[config.mk]
export PLATFORM = sky130hd
export DESIGN_NAME = multicycle_ctrl_fsm
export DESIGN_NICKNAME = d
export VERILOG_FILES = /design/src/rtl/multicycle_ctrl_pkg.sv /design/src/rtl/multicycle_ctrl_fsm_op_decode.sv /design/src/rtl/multicycle_ctrl_fsm.sv
export SDC_FILE = /design/constraint.sdc
export NUM_CORES = 1
export LEC_CHECK = 0
export BUFFER_PORTS_ARGS = -buffer_cell sky130_fd_sc_hd__buf_2
export CORE_ASPECT_RATIO = 1.4
export CORE_UTILIZATION = 46
export DETAILED_ROUTE_END_ITERATION = 8
export PLACE_DENSITY = 0.68
export SKIP_LAST_GASP = 1
export SYNTH_ARGS = -nofsm -noshare
export SYNTH_HDL_FRONTEND = slang
export SYNTH_HIERARCHICAL = 1
export SYNTH_SLANG_ARGS = --single-unit
[constraint.sdc]
create_clock -name clk -period 3.2 [get_ports clk]
set_clock_uncertainty 0.2 [all_clocks]
set_input_delay 0.48 -clock clk [delete_from_list [all_inputs] [get_ports clk]]
set_output_delay 0.48 -clock clk [all_outputs]
set_load 0.01 [all_outputs]
[src/rtl/multicycle_ctrl_pkg.sv]
// Shared encodings for the multi-cycle RV32I control path: opcodes, FSM states,
// opcode classes and datapath select values.
package multicycle_ctrl_pkg;

  localparam logic [6:0] OP_LOAD   = 7'b0000011;
  localparam logic [6:0] OP_STORE  = 7'b0100011;
  localparam logic [6:0] OP_R      = 7'b0110011;
  localparam logic [6:0] OP_I      = 7'b0010011;
  localparam logic [6:0] OP_BRANCH = 7'b1100011;
  localparam logic [6:0] OP_JAL    = 7'b1101111;
  localparam logic [6:0] OP_JALR   = 7'b1100111;
  localparam logic [6:0] OP_LUI    = 7'b0110111;
  localparam logic [6:0] OP_AUIPC  = 7'b0010111;

  typedef enum logic [3:0] {
    S_FETCH    = 4'd0,
    S_DECODE   = 4'd1,
    S_MEMADR   = 4'd2,
    S_MEMREAD  = 4'd3,
    S_MEMWB    = 4'd4,
    S_MEMWRITE = 4'd5,
    S_EXEC_R   = 4'd6,
    S_EXEC_I   = 4'd7,
    S_ALUWB    = 4'd8,
    S_BRANCH   = 4'd9,
    S_JAL      = 4'd10,
    S_JALR_ADR = 4'd11,
    S_LUI      = 4'd12,
    S_AUIPC    = 4'd13,
    S_TRAP     = 4'd14
  } state_t;

  typedef enum logic [3:0] {
    CLS_LOAD, CLS_STORE, CLS_R, CLS_I, CLS_BRANCH,
    CLS_JAL, CLS_JALR, CLS_LUI, CLS_AUIPC, CLS_ILLEGAL
  } op_class_t;

  localparam logic [1:0] RES_ALUOUT    = 2'b00;
  localparam logic [1:0] RES_READDATA  = 2'b01;
  localparam logic [1:0] RES_ALURESULT = 2'b10;

  localparam logic [1:0] SRCA_PC    = 2'b00;
  localparam logic [1:0] SRCA_OLDPC = 2'b01;
  localparam logic [1:0] SRCA_RS1   = 2'b10;

  localparam logic [1:0] SRCB_RS2  = 2'b00;
  localparam logic [1:0] SRCB_IMM  = 2'b01;
  localparam logic [1:0] SRCB_FOUR = 2'b10;

  localparam logic [1:0] ALU_ADD    = 2'b00;
  localparam logic [1:0] ALU_BRANCH = 2'b01;
  localparam logic [1:0] ALU_FUNCT  = 2'b10;
  localparam logic [1:0] ALU_PASSB  = 2'b11;

  localparam logic ADR_PC     = 1'b0;
  localparam logic ADR_RESULT = 1'b1;

endpackage

[src/rtl/multicycle_ctrl_fsm_op_decode.sv]
// Opcode classifier: maps the 7-bit opcode to an instruction class, with the
// jalr/lui/auipc group only recognised when EN_UJ is set.
module ctrl_op_decode
  import multicycle_ctrl_pkg::*;
#(
  parameter int EN_UJ = 1
) (
  input  logic [6:0] op,
  output op_class_t  op_class,
  output logic       legal
);

  always_comb begin
    op_class = CLS_ILLEGAL;
    case (op)
      OP_LOAD:   op_class = CLS_LOAD;
      OP_STORE:  op_class = CLS_STORE;
      OP_R:      op_class = CLS_R;
      OP_I:      op_class = CLS_I;
      OP_BRANCH: op_class = CLS_BRANCH;
      OP_JAL:    op_class = CLS_JAL;
      OP_JALR:   if (EN_UJ != 0) op_class = CLS_JALR;
      OP_LUI:    if (EN_UJ != 0) op_class = CLS_LUI;
      OP_AUIPC:  if (EN_UJ != 0) op_class = CLS_AUIPC;
      default:   op_class = CLS_ILLEGAL;
    endcase
    legal = (op_class != CLS_ILLEGAL);
  end

endmodule

[src/rtl/multicycle_ctrl_fsm.sv]
// Main control FSM of the multi-cycle RV32I core: sequences each instruction and
// drives datapath selects, write enables and the retired-instruction counter.
module multicycle_ctrl_fsm
  import multicycle_ctrl_pkg::*;
#(
  parameter int EN_UJ     = 1,
  parameter int MEM_HS    = 1,
  parameter int TRAP_HALT = 1,
  parameter int CNT_W     = 32
) (
  input  logic             clk,
  input  logic             rst_n,
  input  logic [6:0]       op,
  input  logic             mem_ready,
  output logic             mem_req,
  output logic             branch,
  output logic             pc_update,
  output logic             reg_write,
  output logic             mem_write,
  output logic             ir_write,
  output logic [1:0]       result_src,
  output logic [1:0]       alu_srcA,
  output logic [1:0]       alu_srcB,
  output logic             adr_src,
  output logic [1:0]       alu_op,
  output logic             illegal,
  output logic [CNT_W-1:0] instret,
  output logic [3:0]       state_o
);

  state_t           state_reg;
  logic [CNT_W-1:0] instret_reg;
  op_class_t        op_class;
  logic             op_legal;
  logic             mem_rdy;

  logic mem_req_c, branch_c, pc_update_c, reg_write_c, mem_write_c, ir_write_c;

  assign mem_rdy = (MEM_HS != 0) ? mem_ready : 1'b1;

  ctrl_op_decode #(.EN_UJ(EN_UJ)) u_op_decode (
    .op      (op),
    .op_class(op_class),
    .legal   (op_legal)
  );

  always_ff @(posedge clk or negedge rst_n) begin
    if (!rst_n) begin
      state_reg   <= S_FETCH;
      instret_reg <= '0;
    end else begin
      case (state_reg)
        S_FETCH:  if (mem_rdy) state_reg <= S_DECODE;
        S_DECODE: begin
          if (!op_legal) begin
            state_reg <= S_TRAP;
          end else begin
            case (op_class)
              CLS_LOAD, CLS_STORE: state_reg <= S_MEMADR;
              CLS_R:      state_reg <= S_EXEC_R;
              CLS_I:      state_reg <= S_EXEC_I;
              CLS_BRANCH: state_reg <= S_BRANCH;
              CLS_JAL:    state_reg <= S_JAL;
              CLS_JALR:   state_reg <= S_JALR_ADR;
              CLS_LUI:    state_reg <= S_LUI;
              CLS_AUIPC:  state_reg <= S_AUIPC;
              default:    state_reg <= S_TRAP;
            endcase
          end
        end
        S_MEMADR: begin
          if (op_class == CLS_LOAD)       state_reg <= S_MEMREAD;
          else if (op_class == CLS_STORE) state_reg <= S_MEMWRITE;
          else                            state_reg <= S_TRAP;
        end
        S_MEMREAD: if (mem_rdy) state_reg <= S_MEMWB;
        // Retirement points: the last state of every completed instruction.
        S_MEMWB, S_BRANCH, S_ALUWB: begin
          state_reg   <= S_FETCH;
          instret_reg <= instret_reg + CNT_W'(1);
        end
        S_MEMWRITE: begin
          if (mem_rdy) begin
            state_reg   <= S_FETCH;
            instret_reg <= instret_reg + CNT_W'(1);
          end
        end
        S_EXEC_R, S_EXEC_I, S_LUI, S_AUIPC, S_JAL: state_reg <= S_ALUWB;
        S_JALR_ADR: state_reg <= S_JAL;
        S_TRAP:     if (TRAP_HALT == 0) state_reg <= S_FETCH;
        default:    state_reg <= S_TRAP;
      endcase
    end
  end

  // Decoded from state rather than registered: FETCH and MEMWRITE enables
  // must follow mem_ready within the same cycle.
  always_comb begin
    mem_req_c   = 1'b0;
    branch_c    = 1'b0;
    pc_update_c = 1'b0;
    reg_write_c = 1'b0;
    mem_write_c = 1'b0;
    ir_write_c  = 1'b0;
    illegal     = 1'b0;
    result_src  = RES_ALUOUT;
    alu_srcA    = SRCA_PC;
    alu_srcB    = SRCB_RS2;
    adr_src     = ADR_PC;
    alu_op      = ALU_ADD;
    case (state_reg)
      S_FETCH: begin
        mem_req_c   = 1'b1;
        alu_srcB    = SRCB_FOUR;
        result_src  = RES_ALURESULT;
        ir_write_c  = mem_rdy;
        pc_update_c = mem_rdy;
      end
      S_DECODE:   begin alu_srcA = SRCA_OLDPC; alu_srcB = SRCB_IMM; end
      S_MEMADR:   begin alu_srcA = SRCA_RS1;   alu_srcB = SRCB_IMM; end
      S_MEMREAD:  begin mem_req_c = 1'b1; adr_src = ADR_RESULT; end
      S_MEMWB:    begin result_src = RES_READDATA; reg_write_c = 1'b1; end
      S_MEMWRITE: begin
        mem_req_c   = 1'b1;
        adr_src     = ADR_RESULT;
        mem_write_c = mem_rdy;
      end
      S_EXEC_R:   begin alu_srcA = SRCA_RS1; alu_op = ALU_FUNCT; end
      S_EXEC_I:   begin alu_srcA = SRCA_RS1; alu_srcB = SRCB_IMM; alu_op = ALU_FUNCT; end
      S_ALUWB:    reg_write_c = 1'b1;
      S_BRANCH:   begin alu_srcA = SRCA_RS1; alu_op = ALU_BRANCH; branch_c = 1'b1; end
      S_JAL:      begin alu_srcA = SRCA_OLDPC; alu_srcB = SRCB_FOUR; pc_update_c = 1'b1; end
      S_JALR_ADR: begin alu_srcA = SRCA_RS1; alu_srcB = SRCB_IMM; end
      S_LUI:      begin alu_srcB = SRCB_IMM; alu_op = ALU_PASSB; end
      S_AUIPC:    begin alu_srcA = SRCA_OLDPC; alu_srcB = SRCB_IMM; end
      S_TRAP:     illegal = 1'b1;
      default:    illegal = 1'b0;
    endcase
  end

  // Enables are forced low for the whole reset interval, not just after an edge.
  assign mem_req   = mem_req_c   & rst_n;
  assign branch    = branch_c    & rst_n;
  assign pc_update = pc_update_c & rst_n;
  assign reg_write = reg_write_c & rst_n;
  assign mem_write = mem_write_c & rst_n;
  assign ir_write  = ir_write_c  & rst_n;

  assign instret = instret_reg;
  assign state_o = state_reg;

endmodule
==> results of run 1 <==
[metrics by stage]
step                      cell area, µm²  utilization  worst slack [ns]  std cells
after floorplan                     2340            -             0.946        257
after global placement              2690        0.552             0.835        373
after detailed placement            2690        0.552             0.775        373
after CTS                           2790        0.573             0.619        382
after global routing                2790        0.573             0.491        382
final                               2790        0.573             0.593        382
[metal layers]
metal	vias up	global-route usage	share of wire
li1	1013	-	-
met1	974	0.218	0.43
met2	46	0.337	0.52
met3	7	0.0342	0.030
met4	0	0.0740	0.017
met5	-	0	0
[cell type report]
type                            count  area [µm²]  area share
Clock inverter                      2        10.0     0.00358
Sequential cell                    36         901       0.322
Multi-Input combinational cell    202        1360       0.488
Clock buffer                        6        82.6      0.0296
Tap cell                           64        80.1      0.0287
Inverter                            9        33.8      0.0121
Timing Repair Buffer               63         323       0.116
[power breakdown]
group	total (W)	internal [W]	switching, W	leakage, nW
sequential	0.000665	0.000513	0.000153	0.468
clock	0.000331	0.000172	0.000159	0.0510
combinational	0.000635	0.000288	0.000346	0.966
[worst max path at each step]
| stage | startpoint | endpoint | slack [ns] | cells after the start |
|---|---|---|---|---|
| after floorplan | state_o[1]$_DFFE_PN0P_ | pc_update | 0.95 | 4 |
| after global placement | op[4] | state_o[1]$_DFFE_PN0P_ | 0.84 | 10 |
| after detailed placement | op[4] | state_o[1]$_DFFE_PN0P_ | 0.78 | 10 |
| after CTS | state_o[1]$_DFFE_PN0P_ | mem_req | 0.62 | 4 |
| after global routing | state_o[2]$_DFFE_PN0P_ | alu_srcB[0] | 0.49 | 5 |
| final | state_o[2]$_DFFE_PN0P_ | alu_srcB[0] | 0.59 | 5 |
[Yosys cell counts, types with 3 or more instances]
library cell   n  share of area
nor3_1        16          0.034
xnor2_1       11          0.041
nand3b_1       3         0.0096
nor2b_1        8          0.021
nor4_4         3          0.027
nor4_1         4          0.011
inv_1          9          0.014
clkbuf_1       7          0.011
nand3_1       15          0.032
and3_1         4          0.011
nor2_1        20          0.032
o21ai_0        5          0.011
xor2_1        22          0.082
mux2i_1        3          0.013
nand2b_1      10          0.027
o22ai_1        3         0.0080
ha_1           4          0.021
dfrtp_1       36           0.39
nand2_1       28          0.045
a21oi_1        8          0.017
[cells by family (layout without fill, tap and decap cells)]
| logic type | count (synthesis) | count (layout) | share of synthesized area |
|---|---|---|---|
| XOR/XNOR | 33 | 33 | 0.124 |
| adder cells (fa/ha/maj) | 4 | 4 | 0.0214 |
| multiplexers | 5 | 5 | 0.0225 |
| buffers and inverters | 19 | 80 | 0.0316 |
| flip-flops | 36 | 36 | 0.385 |
| AND/OR/NAND/NOR | 131 | 131 | 0.333 |
| AO/OA/AOI/OAI | 29 | 29 | 0.0824 |
==> results.py, run 1 <==
metrics = {
    "clocking": {
        "clk_latency_ns": 0.29,
        "cts_setup_buffers": 0,
        "cts_num_sinks": 36,
        "clockBufferDepth": 2,
        "cts_resized": 0,
        "htree_levels": 2,
        "clk_pin_slew_worst_paths_ns": 0.07,
        "cts_root_buf": "clkbuf_8",
        "cts_tree": "done",
        "cts_buffers": 5,
        "hold_buffers": 1,
    },
    "logic_synthesis": {
        "ys_ff_latch": 36,
        "synth_area_um2": 2340,
        "synth_edf_count": 0,
        "synth_cell_type_count": 50,
        "syn_avg_cell_area_um2": 9.10,
        "synth_nets": 271,
        "syn_inst": 257,
        "yosysSeqAreaShare": 0.385,
        "synth_flop_cell": "dfrtp_1",
        "async_flop_share": 1.00,
        "ys.warnings.count": 6,
    },
    "placed_design": {
        "portBuffers": 61,
        "gp_congestion": 0.895,
        "dpl.hpwl_um": 3620,
    },
    "finish": {
        "antennaDiodeCount": 0,
        "layout.nets": 331,
        "n_fill_cell": 463,
        "most-common-layout-cells": "61 x buf_2, 36 x dfrtp_1, 28 x nand2_1",
        "drive_gt1_frac": 0.270,
        "final_common_cell": "buf_2",
        "largest_reg_flops": 32,
        "area_growth_pct": 19.5,
    },
    "floorplan": {
        "die_x_um": 62.3,
        "io_pins": 62,
        "rows": 30,
        "start_util": 0.479,
        "dieArea_um2": 5380,
        "core_um2": 4880,
        "chipHeight_um": 86.4,
    },
    "drt": {
        "via_per_inst": 5.34,
        "dr_total_vias": 2040,
        "wl_per_cell_um": 12.8,
        "first_pass_iters": 4,
        "dr.first_iter.drc_count": 99,
        "drc": 0,
        "antenna_left": 0,
        "wl_um": 4890,
    },
    "run_status": {
        "status": "finished, final reports clean",
    },
    "worst_hold_path": {
        "holdPathStages": 1,
        "min-delay-start": "instret[31]$_DFFE_PN0P_",
        "hold_end": "instret[31]$_DFFE_PN0P_",
        "hold_path.class": "reg -> reg",
    },
    "global_routing": {
        "antenna_found_initial": 0,
        "grt_usage": 0.187,
        "overflow": 0,
        "grt_start_max_net_pins": 29,
        "grt_pass1_wl_um": 8010,
        "grt_pass1_vias": 1780,
    },
    "critical_path": {
        "reg2regPathDepth": 5,
        "arrival_ns": 1.93,
        "cp_slowest_cell": "dfrtp_1",
        "slowest_delay_ns": 0.72,
        "worst-path-buf-inv": 1,
        "critPathMaxFanout": 19,
        "timing.rr.start": "state_o[2]$_DFFE_PN0P_",
        "startpoint_type": "register",
        "r2r-end": "instret[31]$_DFFE_PN0P_",
        "path_class": "reg -> out",
        "cp_common_cell": "a21oi_1",
        "worst_setup_path_end_kind": "output pin",
        "required_ns": 2.52,
        "critical-path-top-delay-family": "flip-flops",
        "r2r_slack_ns": 0.84,
        "crit_chain": "nand2b_1, nand2_1, a21oi_1, a21oi_1, buf_2",
    },
    "timing": {
        "rsz0062_at_grt": "false",
        "hold_ws_ns": 0.272,
        "slew_violations": 0,
        "setup_viol": 0,
        "clock.fmax_mhz": 384,
        "min_period_ns": 2.61,
        "timing.setup.tns_ns": 0,
        "tightest_slew_ns": 0.738,
        "slew-limit-headroom": 0.508,
        "final_hold_viol_count": 0,
        "finalCritPeriodShare": 0.815,
    },
    "power": {
        "power_w": 0.00163,
        "power_per_cell_area_nw_per_um2": 584,
        "p_leak_nw": 1.49,
        "vdd_drop_max_uv": 444,
    },
    "flow_run": {
        "max_cap_violations": 0,
    },
}
Power figures use the tool's default switching activity.
==> run 2: changes to the inputs <==
- ABC_AREA: default -> 1
- PLACE_DENSITY: 0.68 -> 0.67
- clock period: 3.2 -> 2.65 ns (I/O delays scaled with it)
==> results.py, run 2 <==
metrics = {
    "power": {
        "p_int_w": 0.00115,
        "vdd_drop_max_uv": 427,
        "seq_power_share": 0.351,
        "switching_share": 0.444,
        "netSwitchingPower_w": 0.000921,
        "power_frac_comb": 0.447,
        "p_leak_nw": 1.68,
        "power_per_cell_area_nw_per_um2": 655,
        "pwr-share-clk": 0.203,
    },
    "timing": {
        "setup_viol": 0,
        "tightest_slew_ns": 0.609,
        "min_period_ns": 2.34,
        "timing.setup.tns_ns": 0,
        "timing.final.ws_setup_ns": 0.313,
        "clock.fmax_mhz": 428,
        "finalCritPeriodShare": 0.882,
        "final_hold_viol_count": 0,
        "slew_violations": 0,
        "hold_ws_ns": 0.320,
        "rsz0062_at_grt": "false",
        "slew-limit-headroom": 0.590,
    },
    "logic_synthesis": {
        "synth_top_area_share": 0.333,
        "synth_flop_cell": "dfrtp_1",
        "syn_inst": 432,
        "synth_top_area_cell": "dfrtp_1",
        "synth_area_um2": 2710,
        "async_flop_share": 1.00,
        "synth_top_family_by_area": "simple AND/OR/NAND/NOR gates",
        "syn_avg_cell_area_um2": 6.26,
        "synth_cell_type_count": 27,
        "synth-compound-area-share": 0.0462,
        "yosysSeqAreaShare": 0.333,
        "ys.warnings.count": 6,
        "yosys.area_share.simple": 0.461,
        "ys_ff_latch": 36,
        "synthTopCellsByArea": "dfrtp_1 33%, nand2_1 25%, nor2_1 8.7%",
        "synth_nets": 446,
        "yosys-top-cells-count": "178 x nand2_1, 63 x nor2_1, 49 x inv_1, 36 x dfrtp_1, 30 x nand3_1",
        "yosys.area_share.adder": 0.0185,
        "synth.area.mux_share": 0,
        "synthMostInstantiatedCell": "nand2_1",
        "synth_edf_count": 0,
        "synth_xor_area_frac": 0.0513,
    },
    "clocking": {
        "cts_tree": "done",
        "cts_num_sinks": 36,
        "clockBufferDepth": 2,
        "cts_root_buf": "clkbuf_8",
        "htree_levels": 2,
        "cts_resized": 0,
        "cts_buffers": 5,
        "cts_setup_buffers": 0,
        "clk_latency_ns": 0.28,
        "clk_pin_slew_worst_paths_ns": 0.07,
    },
    "placed_design": {
        "pre_cts_ws_ns": 0.338,
        "gp_congestion": 0.862,
        "detailed_place.area_um2": 3060,
        "portBuffers": 61,
        "dpl.hpwl_um": 5290,
        "dp.cells": 558,
    },
    "global_routing": {
        "grt_pass1_vias": 2635,
        "grt_usage": 0.228,
        "grt_start_max_net_pins": 26,
        "antenna_found_initial": 0,
        "grt_pass1_wl_um": 11000,
        "overflow": 0,
    },
    "critical_path": {
        "startpoint_type": "register",
        "critPathMaxFanout": 10,
        "startpoint": "state_o[1]$_DFFE_PN0P_",
        "required_ns": 2.05,
        "arrival_ns": 1.74,
        "path_class": "reg -> out",
        "timing.rr.start": "state_o[1]$_DFFE_PN0P_",
        "worst_setup_path_end_kind": "output pin",
    },
    "drt": {
        "first_pass_iters": 4,
        "wl_per_cell_um": 11.8,
        "drc": 0,
        "dr.first_iter.drc_count": 106,
        "antenna_left": 0,
        "via_per_inst": 4.98,
        "wl_um": 6660,
        "dr_total_vias": 2819,
    },
    "finish": {
        "drive_gt1_frac": 0.183,
        "antennaDiodeCount": 0,
        "layout.cells.non_filler": 566,
        "final_common_cell": "nand2_1",
        "n_fill_cell": 583,
        "most-common-layout-cells": "178 x nand2_1, 63 x nor2_1, 61 x buf_2",
        "layout.nets": 512,
        "finish.instance_area_um2": 3170,
        "largest_reg_flops": 32,
        "area_growth_pct": 17.2,
    },
    "floorplan": {
        "rows": 32,
        "dieArea_um2": 6200,
        "die_x_um": 66.8,
        "io_pins": 62,
        "core_um2": 5610,
        "chipHeight_um": 92.8,
        "start_util": 0.483,
    },
    "worst_hold_path": {
        "hold_path.class": "reg -> reg",
        "min-delay-start": "instret[7]$_DFFE_PN0P_",
    },
    "flow_run": {
        "max_cap_violations": 0,
    },
    "run_status": {
        "status": "finished, final reports clean",
    },
}
## run 2: worst paths after layout
path	to	slack (ns)	cells after the start
setup reg to reg	instret[24]$_DFFE_PN0P_	0.62	7
hold / removal	instret[7]$_DFFE_PN0P_	0.32	1
max in group asynchronous	instret[4]$_DFFE_PN0P_	1.23	3
setup / recovery	pc_update	0.31	6
min in group asynchronous	state_o[2]$_DFFE_PN0P_	0.39	2
hold reg to reg	instret[7]$_DFFE_PN0P_	0.32	1
## run 2: power by group through the flow
stage | clock network [W] | registers, W | logic, W
2_1_floorplan | 0 | 0.000732 | 0.000682
3_3_place_gp | 0 | 0.000734 | 0.000923
3_5_place_dp | 0 | 0.000736 | 0.000933
4_1_cts | 0.000430 | 0.000725 | 0.000935
5_1_grt | 0.000456 | 0.000739 | 0.00104
6_report | 0.000421 | 0.000728 | 0.000927
## run 2: cells by family after synthesis
logic type               count (synthesis)
AND/OR/NAND/NOR                        298
buffers and inverters                   57
flip-flops                              36
AO/OA/AOI/OAI                           22
XOR/XNOR                                15
adder cells (fa/ha/maj)                  4
## run 2: routing by layer
layer,track usage,vias to the layer above,part of all wire
met3,0.0320,13,0.034
met5,0,-,0
met2,0.435,64,0.54
met1,0.246,1274,0.41
li1,-,1468,-
met4,0.0745,0,0.021
## run 2: critical path: stages, from the launching register on
cell and delay, ns:
dfrtp_1 0.52, nor2_1 0.30, nand2_1 0.14, inv_1 0.14
nand2_1 0.08, a21oi_1 0.13, buf_2 0.14
## run 2: area by class of cell
class	instances	area (µm²)	area share
multi-input combinational	339	1560	0.493
sequential	36	901	0.284
timing repair buffer	64	330	0.104
inverter	52	195	0.0616
clock buffer	7	96.3	0.0304
tap	68	85.1	0.0268
## run 2: what timing repair did
item,4_1_cts,5_1_grt
endpoints found under the setup margin,0,0
endpoints found under the hold margin,13,0
hold buffers,1,0
## run 2: metrics by stage
step / total power, W / util
6_report: 0.00208 / 0.566
5_1_grt: 0.00223 / 0.566
4_1_cts: 0.00209 / 0.566
3_5_place_dp: 0.00167 / 0.547
3_3_place_gp: 0.00166 / 0.547
2_1_floorplan: 0.00141 / -
==> run 3: changes to the inputs <==
- CELL_PAD_IN_SITES_DETAIL_PLACEMENT: default -> 2
- CELL_PAD_IN_SITES_GLOBAL_PLACEMENT: default -> 2
- CORE_UTILIZATION: 46 -> 28
- PLACE_DENSITY: 0.67 -> 0.76
==> results.py, run 3 (synthesis results as in run 2) <==
metrics = {
    "timing": {
        "slew-limit-headroom": 0.537,
        "slew_violations": 0,
        "clock.fmax_mhz": 416,
        "setup_viol": 0,
        "min_period_ns": 2.40,
        "finalCritPeriodShare": 0.907,
        "final_hold_viol_count": 0,
        "rsz0062_at_grt": "false",
        "timing.setup.tns_ns": 0,
        "tightest_slew_ns": 0.687,
    },
    "drt": {
        "first_pass_iters": 4,
        "wl_per_cell_um": 15.4,
        "via_per_inst": 4.92,
        "wl_um": 9290,
        "dr.first_iter.drc_count": 86,
        "dr_total_vias": 2979,
        "antenna_left": 0,
        "drc": 0,
    },
    "flow_run": {
        "max_cap_violations": 0,
    },
    "placed_design": {
        "dpl.hpwl_um": 7660,
        "portBuffers": 61,
        "gp_congestion": 0.831,
        "dp.cells": 600,
    },
    "floorplan": {
        "chipHeight_um": 118,
        "core_um2": 9410,
        "die_x_um": 85.1,
        "start_util": 0.288,
        "dieArea_um2": 10100,
        "io_pins": 62,
        "rows": 42,
    },
    "critical_path": {
        "timing.rr.start": "state_o[1]$_DFFE_PN0P_",
        "critPathMaxFanout": 5,
        "r2r-end": "instret[25]$_DFFE_PN0P_",
        "r2r_slack_ns": 0.59,
        "crit_end": "alu_srcB[0]",
        "startpoint": "state_o[3]$_DFFE_PN0P_",
        "arrival_ns": 1.81,
        "startpoint_type": "register",
        "required_ns": 2.05,
        "path_class": "reg -> out",
        "worst_setup_path_end_kind": "output pin",
        "reg2regPathDepth": 7,
    },
    "clocking": {
        "cts_setup_buffers": 0,
        "cts_tree": "done",
        "cts_num_sinks": 36,
        "cts_resized": 0,
        "cts_root_buf": "clkbuf_16",
        "hold_buffers": 0,
        "htree_levels": 2,
        "clk_latency_ns": 0.28,
        "clockBufferDepth": 2,
        "cts_buffers": 5,
        "clk_pin_slew_worst_paths_ns": 0.05,
    },
    "global_routing": {
        "grt_pass1_wl_um": 15400,
        "busiest_layer": "met2",
        "overflow": 0,
        "grt_start_max_net_pins": 37,
        "grt_pass1_vias": 3244,
        "use_met2": 0.394,
        "grt_use_met1": 0.189,
        "met3_usage": 0.0321,
        "grt_usage": 0.193,
        "antenna_found_initial": 0,
    },
    "finish": {
        "most-common-layout-cells": "178 x nand2_1, 63 x nor2_1, 61 x buf_2",
        "area_growth_pct": 19.8,
        "antennaDiodeCount": 0,
        "final_common_cell": "nand2_1",
        "layout.cells.non_filler": 605,
        "drive_gt1_frac": 0.180,
        "largest_reg_flops": 32,
        "layout.nets": 511,
    },
    "run_status": {
        "status": "finished, final reports clean",
    },
    "power": {
        "power_w": 0.00225,
        "p_leak_nw": 1.69,
        "power_per_cell_area_nw_per_um2": 695,
        "vdd_drop_max_uv": 259,
    },
    "worst_hold_path": {
        "hold_path.class": "in -> async",
    },
}
run 3: worst max-delay path, stage by stage (launching register included):
cell and delay, ns:
dfrtp_1 0.45, nor2_1 0.29, inv_1 0.13, nor2_1 0.32, a21oi_1 0.08, o2111ai_1 0.10, buf_2 0.17
run 3: worst min path at each step:
stage / startpoint / to / depth (start not counted)
after floorplan: rst_n / instret[0]$_DFFE_PN0P_ / 0
after global placement: instret[4]$_DFFE_PN0P_ / instret[4]$_DFFE_PN0P_ / 1
after detailed placement: instret[7]$_DFFE_PN0P_ / instret[7]$_DFFE_PN0P_ / 1
after CTS: rst_n / instret[22]$_DFFE_PN0P_ / 2
after global routing: rst_n / instret[22]$_DFFE_PN0P_ / 2
final: rst_n / instret[20]$_DFFE_PN0P_ / 2
run 3: through the flow:
| step | util | cell area, µm² | setup WS, ns | hold WS [ns] |
|---|---|---|---|---|
| 2_1_floorplan | - | 2710 | 0.613 | -0.0981 |
| 3_3_place_gp | 0.331 | 3120 | 0.331 | 0.299 |
| 3_5_place_dp | 0.331 | 3120 | 0.151 | 0.309 |
| 4_1_cts | 0.345 | 3240 | 0.190 | 0.0467 |
| 5_1_grt | 0.345 | 3240 | 0.0715 | 0.0682 |
| 6_report | 0.345 | 3240 | 0.246 | 0.0270 |
run 3: where the power goes:
part | internal, W | switching [W]
clock | 0.000332 | 0.000211
combinational | 0.000307 | 0.000666
sequential | 0.000618 | 0.000119
run 3: final cells by class:
type | count | area (µm²)
clock buffers | 5 | 125
fillers | 1197 | 6160
inverters | 52 | 195
multi-input cells | 339 | 1560
flip-flops and latches | 36 | 901
well taps | 110 | 138
repair buffers | 63 | 320
run 3: routing by layer:
layer	vias to the layer above	part of all wire	wire [µm]
li1	1462	-	-
met1	1464	0.38	3530
met2	40	0.57	5330
met3	13	0.028	258
met4	0	0.018	170
met5	-	0	0
